<file path="config.mk">
export PLATFORM = sky130hd
export DESIGN_NAME = loop_sampler
export DESIGN_NICKNAME = d
export VERILOG_FILES = /design/src/rtl/loop_sampler.sv
export SDC_FILE = /design/constraint.sdc
export NUM_CORES = 1
export LEC_CHECK = 0
export CORE_MARGIN = 2
export CORE_UTILIZATION = 52
export DETAILED_ROUTE_END_ITERATION = 10
export HOLD_SLACK_MARGIN = 0.1
export MAX_ROUTING_LAYER = met4
export PLACE_DENSITY = 0.8
export SLEW_MARGIN = 20
export SYNTH_ARGS = -nofsm -noshare
export SYNTH_HDL_FRONTEND = slang
export SYNTH_SLANG_ARGS = --single-unit
export TNS_END_PERCENT = 30
</file>
<file path="constraint.sdc">
create_clock -name clk -period 2.2 [get_ports clk]
set_input_delay 0.66 -clock clk [delete_from_list [all_inputs] [get_ports clk]]
set_output_delay 0.66 -clock clk [all_outputs]
set_load 0.02 [all_outputs]
</file>
<file path="src/rtl/loop_sampler.sv">
// loop_sampler: seeds an inverter-ring entropy source, then samples its output through a
// two-flop synchronizer and packs decimated bits into words. Optional stuck-ring detection: LOOP_SAMPLER_STUCK_EN.
module loop_sampler #(
    parameter int SEED_CYCLES = 8,
    parameter int FREE_CYCLES = 16,
    parameter int WORD_WIDTH  = 32,
    parameter int STUCK_LIMIT = 64
) (
    input  logic                  clk,
    input  logic                  reset_n,
    input  logic                  enable,
    output logic                  loop_ctrl,
    output logic                  loop_seed,
    input  logic                  loop_d,
    output logic [WORD_WIDTH-1:0] data,
    output logic                  data_valid,
    input  logic                  data_ack,
    output logic                  stuck
);
    localparam int                BIT_W     = $clog2(WORD_WIDTH + 1);
    localparam logic [7:0]        SEED_LAST = 8'(SEED_CYCLES - 1);
    localparam logic [15:0]       FREE_LAST = 16'(FREE_CYCLES - 1);
    localparam logic [BIT_W-1:0]  BIT_LAST  = BIT_W'(WORD_WIDTH - 1);

    typedef enum logic [1:0] {
        IDLE = 2'd0,
        SEED = 2'd1,
        RUN  = 2'd2,
        FULL = 2'd3
    } state_t;

    state_t                state_r;
    state_t                state_s;
    logic                  sync1_r;
    logic                  d_sync_r;
    logic [7:0]            seed_cnt_r;
    logic [7:0]            seed_cnt_s;
    logic [15:0]           dec_cnt_r;
    logic [15:0]           dec_cnt_s;
    logic [BIT_W-1:0]      bit_cnt_r;
    logic [BIT_W-1:0]      bit_cnt_s;
    logic [WORD_WIDTH-2:0] shift_r;
    logic [WORD_WIDTH-2:0] shift_s;
    logic [WORD_WIDTH-1:0] word_s;
    logic [WORD_WIDTH-1:0] data_s;
    logic                  data_valid_s;
    logic                  loop_ctrl_s;
    logic                  loop_seed_s;

    if (SEED_CYCLES < 1 || SEED_CYCLES > 255 || FREE_CYCLES < 1 || FREE_CYCLES > 65535 ||
        WORD_WIDTH < 2 || WORD_WIDTH > 64 || STUCK_LIMIT < 1) begin : g_bad_params
        $error("loop_sampler: parameter out of legal range");
    end

    // two-flop synchronizer for the asynchronous ring output
    always_ff @(posedge clk or negedge reset_n) begin
        if (!reset_n) begin
            sync1_r  <= 1'b0;
            d_sync_r <= 1'b0;
        end else begin
            sync1_r  <= loop_d;
            d_sync_r <= sync1_r;
        end
    end

    // next-state, counters and output values; an enable drop overrides everything
    always_comb begin
        state_s      = state_r;
        seed_cnt_s   = seed_cnt_r;
        dec_cnt_s    = dec_cnt_r;
        bit_cnt_s    = bit_cnt_r;
        shift_s      = shift_r;
        data_s       = data;
        data_valid_s = data_valid;
        loop_ctrl_s  = loop_ctrl;
        loop_seed_s  = loop_seed;
        word_s       = {shift_r, d_sync_r};
        if (!enable) begin
            state_s      = IDLE;
            seed_cnt_s   = 8'd0;
            dec_cnt_s    = 16'd0;
            bit_cnt_s    = {BIT_W{1'b0}};
            shift_s      = {(WORD_WIDTH-1){1'b0}};
            data_valid_s = 1'b0;
            loop_ctrl_s  = 1'b1;
        end else begin
            case (state_r)
                IDLE: begin
                    state_s     = SEED;
                    seed_cnt_s  = 8'd0;
                    loop_ctrl_s = 1'b1;
                    loop_seed_s = ~loop_seed;
                end
                SEED: begin
                    if (seed_cnt_r == SEED_LAST) begin
                        state_s     = RUN;
                        loop_ctrl_s = 1'b0;
                        dec_cnt_s   = 16'd0;
                    end else begin
                        seed_cnt_s = seed_cnt_r + 8'd1;
                    end
                end
                RUN: begin
                    if (dec_cnt_r == FREE_LAST) begin
                        dec_cnt_s = 16'd0;
                        if (bit_cnt_r == BIT_LAST) begin
                            // word complete: publish it and clear the accumulator
                            data_s       = word_s;
                            data_valid_s = 1'b1;
                            state_s      = FULL;
                            bit_cnt_s    = {BIT_W{1'b0}};
                            shift_s      = {(WORD_WIDTH-1){1'b0}};
                        end else begin
                            shift_s   = word_s[WORD_WIDTH-2:0];
                            bit_cnt_s = bit_cnt_r + {{(BIT_W-1){1'b0}}, 1'b1};
                        end
                    end else begin
                        dec_cnt_s = dec_cnt_r + 16'd1;
                    end
                end
                FULL: begin
                    if (data_ack && data_valid) begin
                        state_s      = SEED;
                        seed_cnt_s   = 8'd0;
                        bit_cnt_s    = {BIT_W{1'b0}};
                        shift_s      = {(WORD_WIDTH-1){1'b0}};
                        data_valid_s = 1'b0;
                        loop_ctrl_s  = 1'b1;
                        loop_seed_s  = ~loop_seed;
                    end else begin
                        state_s = FULL;
                    end
                end
                default: begin
                    state_s      = IDLE;
                    seed_cnt_s   = 8'd0;
                    dec_cnt_s    = 16'd0;
                    bit_cnt_s    = {BIT_W{1'b0}};
                    shift_s      = {(WORD_WIDTH-1){1'b0}};
                    data_valid_s = 1'b0;
                    loop_ctrl_s  = 1'b1;
                end
            endcase
        end
    end

    // state, counters and registered outputs
    always_ff @(posedge clk or negedge reset_n) begin
        if (!reset_n) begin
            state_r    <= IDLE;
            seed_cnt_r <= 8'd0;
            dec_cnt_r  <= 16'd0;
            bit_cnt_r  <= {BIT_W{1'b0}};
            shift_r    <= {(WORD_WIDTH-1){1'b0}};
            data       <= {WORD_WIDTH{1'b0}};
            data_valid <= 1'b0;
            loop_ctrl  <= 1'b1;
            loop_seed  <= 1'b0;
        end else begin
            state_r    <= state_s;
            seed_cnt_r <= seed_cnt_s;
            dec_cnt_r  <= dec_cnt_s;
            bit_cnt_r  <= bit_cnt_s;
            shift_r    <= shift_s;
            data       <= data_s;
            data_valid <= data_valid_s;
            loop_ctrl  <= loop_ctrl_s;
            loop_seed  <= loop_seed_s;
        end
    end

`ifdef LOOP_SAMPLER_STUCK_EN
    localparam int               RUN_W   = $clog2(STUCK_LIMIT + 1);
    localparam logic [RUN_W-1:0] RUN_MAX = RUN_W'(STUCK_LIMIT);

    logic             sample_s;
    logic [RUN_W-1:0] run_len_r;
    logic [RUN_W-1:0] run_len_s;
    logic             prev_r;
    logic             prev_s;
    logic             stuck_s;

    assign sample_s = enable && (state_r == RUN) && (dec_cnt_r == FREE_LAST);

    // run length of identical samples; survives reseeding, cleared only by enable drop
    always_comb begin
        run_len_s = run_len_r;
        prev_s    = prev_r;
        stuck_s   = stuck;
        if (!enable) begin
            run_len_s = {RUN_W{1'b0}};
            prev_s    = 1'b0;
            stuck_s   = 1'b0;
        end else if (sample_s) begin
            prev_s = d_sync_r;
            if (run_len_r == {RUN_W{1'b0}} || d_sync_r != prev_r) begin
                run_len_s = {{(RUN_W-1){1'b0}}, 1'b1};
            end else if (run_len_r != RUN_MAX) begin
                run_len_s = run_len_r + {{(RUN_W-1){1'b0}}, 1'b1};
            end else begin
                run_len_s = run_len_r;
            end
            stuck_s = stuck | (run_len_s == RUN_MAX);
        end else begin
            stuck_s = stuck;
        end
    end

    // run-length tracker and sticky flag registers
    always_ff @(posedge clk or negedge reset_n) begin
        if (!reset_n) begin
            run_len_r <= {RUN_W{1'b0}};
            prev_r    <= 1'b0;
            stuck     <= 1'b0;
        end else begin
            run_len_r <= run_len_s;
            prev_r    <= prev_s;
            stuck     <= stuck_s;
        end
    end
`else
    assign stuck = 1'b0;
`endif

endmodule

</file>
==> impl_metrics.yaml, run 1 <==
setup_path:
  r2r-end: "data[30]"
  cpMaxStageDelayCell: "dfrtp_1"
  worstReg2RegStart: "dec_cnt_r[1]"
  end_kind: "register"
  crit_path_max_incr_delay_ns: 0.40
  crit_top_cell: "buf_4"
  worstPathCellList: "ha_2 > and4b_2 > nand4_1 > nor3_4 > buf_4 > buf_4 > mux2_2"
  critPathArrivalTime_ns: 2.43
  path_class: "reg -> reg"
  cp.required_ns: 2.46
  cp_top_family: "simple AND/OR/NAND/NOR gates"
  cp-start-kind: "register"
  startpoint: "dec_cnt_r[1]"
  cp.depth: 7
  worst_r2r_path_depth: 7
  endpoint: "data[30]"
  path_max_fanout: 8
  rrSetupSlack_ns: 0.03
  path_buf_inv: 2
sta:
  worstMarginPinSlew_ns: 0.5229
  finalCriticalPeriod_ns: 2.167
  min_period_over_period_pct: 98.50
  fin_ws_ns: 0.03311
  relSlewSlack_pct: 65.14
  hold_violations: 0
  clock_skew_ns: 0.01614
  fmax_mhz: 461.5
  fin_hold_ws_ns: 0.2432
  finalMaxSlewViolations: 0
  setup_viol: 0
synthesis:
  yosysWarnings: 0
  ys_types: 54
  synthArstFlopShare_pct: 100.0
  syn_inst: 443
  synthTopCellsByArea: "dfrtp_1 53%, mux2_2 8.0%, o21ai_0 5.5%"
  synth_top_area_cell: "dfrtp_1"
  synth_edf_count: 0
  synth_seq_area_share_pct: 53.73
  syn_nets: 454
  synth_top_area_share_pct: 53.17
  syn_avg_cell_area_um2: 10.52
  syn-cell-area_um2: 4659
  yosys_register_bits: 100
  synth_ff_type: "dfrtp_1"
placed_design:
  hpwl_um: 6532
  place_inst: 604
  gp_congestion: 0.8718
  place_area_um2: 5431
  portBuffers: 39
  post-place-ws_ns: -0.1904
clock_tree:
  cts_num_sinks: 100
  cts_buffers: 9
  h-tree-depth: 3
  cts_tree: "built"
  clkTransAtPathRegs_ns: 0.10
  ctsHoldBuffers: 0
  clkLatencyLatePin_ns: 0.38
  cts_root_buffer: "clkbuf_8"
  cts_buffer_depth: 2
finish:
  n_fill_cell: 648
  fin_cells: 624
  stdcell_area_um2: 5689
  layout-drive-gt1-share_pct: 20.74
  antenna_cells: 0
  finalNetCount: 522
  final_util_pct: 65.24
  syn2layout_area_growth_pct: 22.10
  seq_area_um2: 2504
  multi_input_area_um2: 2009
power_and_ir_drop:
  switching_share_pct: 31.52
  p_per_area_nw_per_um2: 712.5
  seqPwrFrac_pct: 49.6
  p_clk_share_pct: 28.4
  p_int_uw: 2776
  combPwrFrac_pct: 22.0
  leakagePower_uw: 0.002523
  switching_power_uw: 1278
  ir_drop_mv: 0.6663
floorplanning:
  placementRows: 34
  start_util_pct: 53.43
  die_width_um: 98.66
  core-area_um2: 8721
  die_h_um: 98.66
  io_pins: 41
  design.die.area_um2: 9734
route:
  via_per_inst: 5.913
  route.vias.total: 3690
  drt_iter0_markers: 208
  drt_pre_antenna_iters: 5
  drtAntennaViolNets: 0
  wire_per_inst_um: 15.79
  wl_um: 9851
  remaining_drc_errors: 0
grt:
  grt_pass1_vias: 3470
  antenna_found_initial: 0
  grt_overflow: 0
  grt_pass1_wl_um: 16750
  grtUsageTotal_pct: 21.77
  grt_max_degree: 39
status:
  status: "complete, no violations"
flow_run:
  maxCapViolations: 0
min_path:
  min_path_type: "in -> async"
## cells in the final DEF, fill, tap and decap left out, types with 3 or more instances in the layout
cell / Yosys / final
dfrtp_1: 99 / 99
o21ai_0: 51 / 51
nand2_1: 42 / 42
buf_4: 1 / 40
clkdlybuf4s50_1: 0 / 37
mux2_2: 33 / 33
o21ai_1: 30 / 30
nand3_1: 23 / 23
a21oi_1: 14 / 13
inv_1: 11 / 11
nor2_1: 10 / 10
clkbuf_8: 0 / 10
and3_1: 9 / 9
or4_1: 7 / 7
nor4_1: 8 / 6
o31ai_1: 6 / 6
nand4_1: 6 / 6
a22o_1: 5 / 5
ha_1: 6 / 5
buf_12: 0 / 5
nand2b_1: 4 / 4
nor2b_1: 4 / 4
o21bai_1: 4 / 4
o2bb2ai_1: 4 / 4
nor3_1: 3 / 3
a31oi_1: 3 / 3
## cell usage after synthesis (2+ instances only)
| master | number |
|---|---|
| a31oi_1 | 3 |
| o21ai_0 | 51 |
| nand2_1 | 42 |
| or3_1 | 2 |
| o21bai_1 | 4 |
| nor3_1 | 3 |
| dfrtp_1 | 99 |
| nor2b_1 | 4 |
| o2bb2ai_1 | 4 |
| o31ai_1 | 6 |
| clkbuf_1 | 14 |
| ha_1 | 6 |
| mux2_2 | 33 |
| mux2i_1 | 2 |
| nand4_1 | 6 |
| a211oi_1 | 2 |
| a22o_1 | 5 |
| o41ai_1 | 2 |
| mux2_1 | 2 |
| buf_2 | 6 |
| buf_6 | 5 |
| nor4_1 | 8 |
| and3_1 | 9 |
| o21ai_1 | 30 |
| a21oi_1 | 14 |
| inv_1 | 11 |
| nand3_1 | 23 |
| a211o_1 | 2 |
| nand2b_1 | 4 |
| nor2_1 | 10 |
| or4_1 | 7 |
| a32o_1 | 2 |
## state kept, by name, summed over array words and instances, names as in the netlist
| name | count |
|---|---|
| loop_ctrl | 1 |
| seed_cnt_r | 8 |
| dec_cnt_r | 16 |
| data_valid | 1 |
| loop_seed | 1 |
| shift_r | 31 |
| data | 32 |
| bit_cnt_r | 6 |
| state_r | 2 |
| d_sync_r | 1 |
| sync1_r | 1 |
## cell type report
| cell class | instances | area share, % |
|---|---|---|
| clock buffers | 10 | 2.419 |
| clock inverters | 6 | 0.9457 |
| inverters | 11 | 0.7258 |
| multi-input cells | 305 | 35.32 |
| flip-flops and latches | 100 | 44.01 |
| well taps | 108 | 2.375 |
| repair buffers | 84 | 14.21 |
## power groups by stage
stage / clock network (uW) / registers, uW / logic (uW)
finish: 1150 / 2010 / 894
global route: 1250 / 2020 / 994
CTS: 1180 / 2010 / 890
detailed placement: 0 / 2040 / 881
global placement: 0 / 2040 / 855
floorplan: 0 / 2050 / 534
## repair_timing
item / 4_1_cts / 5_1_grt
setup buffers: 0 / 3
endpoints found under the setup margin: 0 / 36
resized for setup: 0 / 5
## worst min path at each step
stage                        from       endpoint  slack, ns  depth (start not counted)
final                     reset_n  seed_cnt_r[1]       0.24                          1
after global routing      reset_n  seed_cnt_r[1]       0.27                          1
after CTS                 reset_n  seed_cnt_r[1]       0.26                          1
after detailed placement  sync1_r       d_sync_r       0.34                          0
after global placement    sync1_r       d_sync_r       0.34                          0
after floorplan           sync1_r       d_sync_r       0.33                          0
## cell families after synthesis
group | synth area share [%]
AOI/OAI and AO/OA | 17.37
and+or+nand+nor | 14.02
DFF | 53.73
buffers and inverters | 4.108
muxes | 8.888
adders and majority gates | 1.611
other | 0.08048
xor gates and xnor gates | 0.1880
## routing by layer
layer,track usage [%],vias up,part of all wire [%]
met5,-,-,0
met4,7.482,0,1.9
met3,3.901,17,4.5
met2,32.81,102,48
met1,30.17,1812,46
li1,-,1759,-
## per-stage QoR
step | power [uW] | setup TNS [ns]
floorplan | 2582 | 0
global placement | 2894 | -8.576
detailed placement | 2926 | -10.87
CTS | 4076 | 0
global route | 4271 | -0.3694
finish | 4054 | 0
(Power assumes the default switching activity.)
==> run 2, diff against run 1 <==
Settings changed: PLACE_DENSITY 0.8 to 0.75.
==> run 2 against run 1 <==
  * Global-route usage grew 0.80 points
  * Worst hold slack worse by 0.025 ns
  * Non-clock buffer count shrank 1
  * Sequential power is essentially flat
  * Power is 0.55% lower
  * Maximum frequency rose by 3.3%
  * Wire length decreased by 1.5%
  * Via count is 1.6% lower
  * Combinational power increased by 1%
  * Critical endpoint is now data_valid
  * Largest cell class unchanged
  * Largest power group unchanged
==> impl_metrics.yaml, run 2 (synthesized netlist as in run 1, its figures left out) <==
finish:
  n_fill_cell: 673
  syn2layout_area_growth_pct: 21.37
  final_common_cell: "dfrtp_1"
  largest_reg_flops: 32
  finalNetCount: 521
  multi_input_area_um2: 1994
  layout_common_cells: "99 x dfrtp_1, 51 x o21ai_0, 42 x nand2_1"
  regMostFlops: "data"
  antenna_cells: 0
  fin_cells: 623
  largest_registers: "data: 32 flops, shift_r: 31 flops, dec_cnt_r: 16 flops"
  seq_area_um2: 2504
  layout-drive-gt1-share_pct: 19.81
clock_tree:
  cts_root_buffer: "clkbuf_8"
  clkTransAtPathRegs_ns: 0.10
  cts_tree: "built"
  h-tree-depth: 3
  cts_buffers: 9
  cts_num_sinks: 100
  clkLatencyLatePin_ns: 0.37
  cts_buffer_depth: 2
  ctsHoldBuffers: 0
sta:
  finalMaxSlewViolations: 0
  clock_skew_ns: 0.01291
  rsz0062_at_grt: "false"
  setup_viol: 0
  hold_violations: 0
  min_period_over_period_pct: 95.35
  worstMarginPinSlew_ns: 0.5390
  fmax_mhz: 476.7
  fin_ws_ns: 0.1023
  finalCriticalPeriod_ns: 2.098
  relSlewSlack_pct: 63.74
floorplanning:
  io_pins: 41
  placementRows: 34
  start_util_pct: 53.43
  core-area_um2: 8721
  die_h_um: 98.66
  die_width_um: 98.66
  design.die.area_um2: 9734
min_path:
  min_path_type: "in -> async"
route:
  wire_per_inst_um: 15.58
  route.vias.total: 3630
  via_per_inst: 5.827
  remaining_drc_errors: 0
  drt_pre_antenna_iters: 4
  drt_iter0_markers: 240
  wl_um: 9707
  drtAntennaViolNets: 0
setup_path:
  end_kind: "register"
  path_max_fanout: 21
  critPathArrivalTime_ns: 2.36
  cp-start-kind: "register"
  r2r-end: "data_valid"
  worst_r2r_path_depth: 6
  rrSetupSlack_ns: 0.10
  worstReg2RegStart: "dec_cnt_r[14]"
  cp.required_ns: 2.47
  path_class: "reg -> reg"
power_and_ir_drop:
  power_uw: 4032
  ir_drop_mv: 0.5531
  leakagePower_uw: 0.002505
  p_per_area_nw_per_um2: 712.9
placed_design:
  hpwl_um: 6792
  post-place-ws_ns: -0.1886
  gp_congestion: 0.8746
  place_inst: 607
  portBuffers: 39
grt:
  grtUsageTotal_pct: 22.57
  grt_overflow: 0
  grt_pass1_wl_um: 17390
  antenna_found_initial: 0
  grt_max_degree: 39
  grt_pass1_vias: 3682
flow_run:
  maxCapViolations: 0
status:
  status: "complete, no violations"
==> run 2: worst max path at each step <==
stage,from,to,slack [ns],cells after the start
floorplan,state_r[1],dec_cnt_r[11],0.08,7
global placement,enable,data[23],-0.16,6
detailed placement,enable,data[6],-0.19,6
CTS,loop_ctrl,loop_ctrl,0.005,1
global route,dec_cnt_r[14],data[21],0.02,5
finish,dec_cnt_r[14],data_valid,0.10,6
==> run 2: final cells by class <==
type / instances / area share (%)
multi-input cells: 305 / 35.27
clock buffers: 11 / 2.500
inverters: 11 / 0.7301
repair buffers: 83 / 14.07
clock inverters: 5 / 0.7743
well taps: 108 / 2.389
flip-flops and latches: 100 / 44.27
==> run 2: metrics by stage <==
step / setup TNS [ns] / utilization (%) / instance area, um^2 / hold slack, ns
finish: 0 / 64.85 / 5655 / 0.2186
global route: 0 / 64.85 / 5655 / 0.2349
CTS: 0 / 64.81 / 5652 / 0.2233
detailed placement: -9.644 / 62.68 / 5466 / 0.3497
global placement: -7.208 / 62.68 / 5466 / 0.3375
floorplan: 0 / - / 4659 / 0.3312
==> run 2: layer usage <==
metal / routed length, um / vias to the layer above / share of wire [%] / track usage (%)
met5: 0 / - / 0 / -
met4: 104 / 0 / 1.1 / 8.219
met3: 314 / 6 / 3.2 / 3.546
met2: 4770 / 68 / 49 / 35.27
met1: 4518 / 1806 / 47 / 30.24
li1: - / 1750 / - / -
==> run 2: power by group <==
part	internal, uW	switching, uW
combinational	397	508
sequential	1920	88.0
clock	459	655
total	2780	1250
==> run 2: timing repair <==
action,in CTS,in global routing
buffers inserted,0,0
setup endpoints to repair,0,31
resized for setup,0,2
==> run 2: worst max-delay path, cell delays in order (launching register included) <==
cell and delay, ns:
dfrtp_1 0.42, nor4_1 0.46, buf_4 0.22, a41oi_4 0.16
or2_1 0.31, buf_12 0.17, o31ai_1 0.26
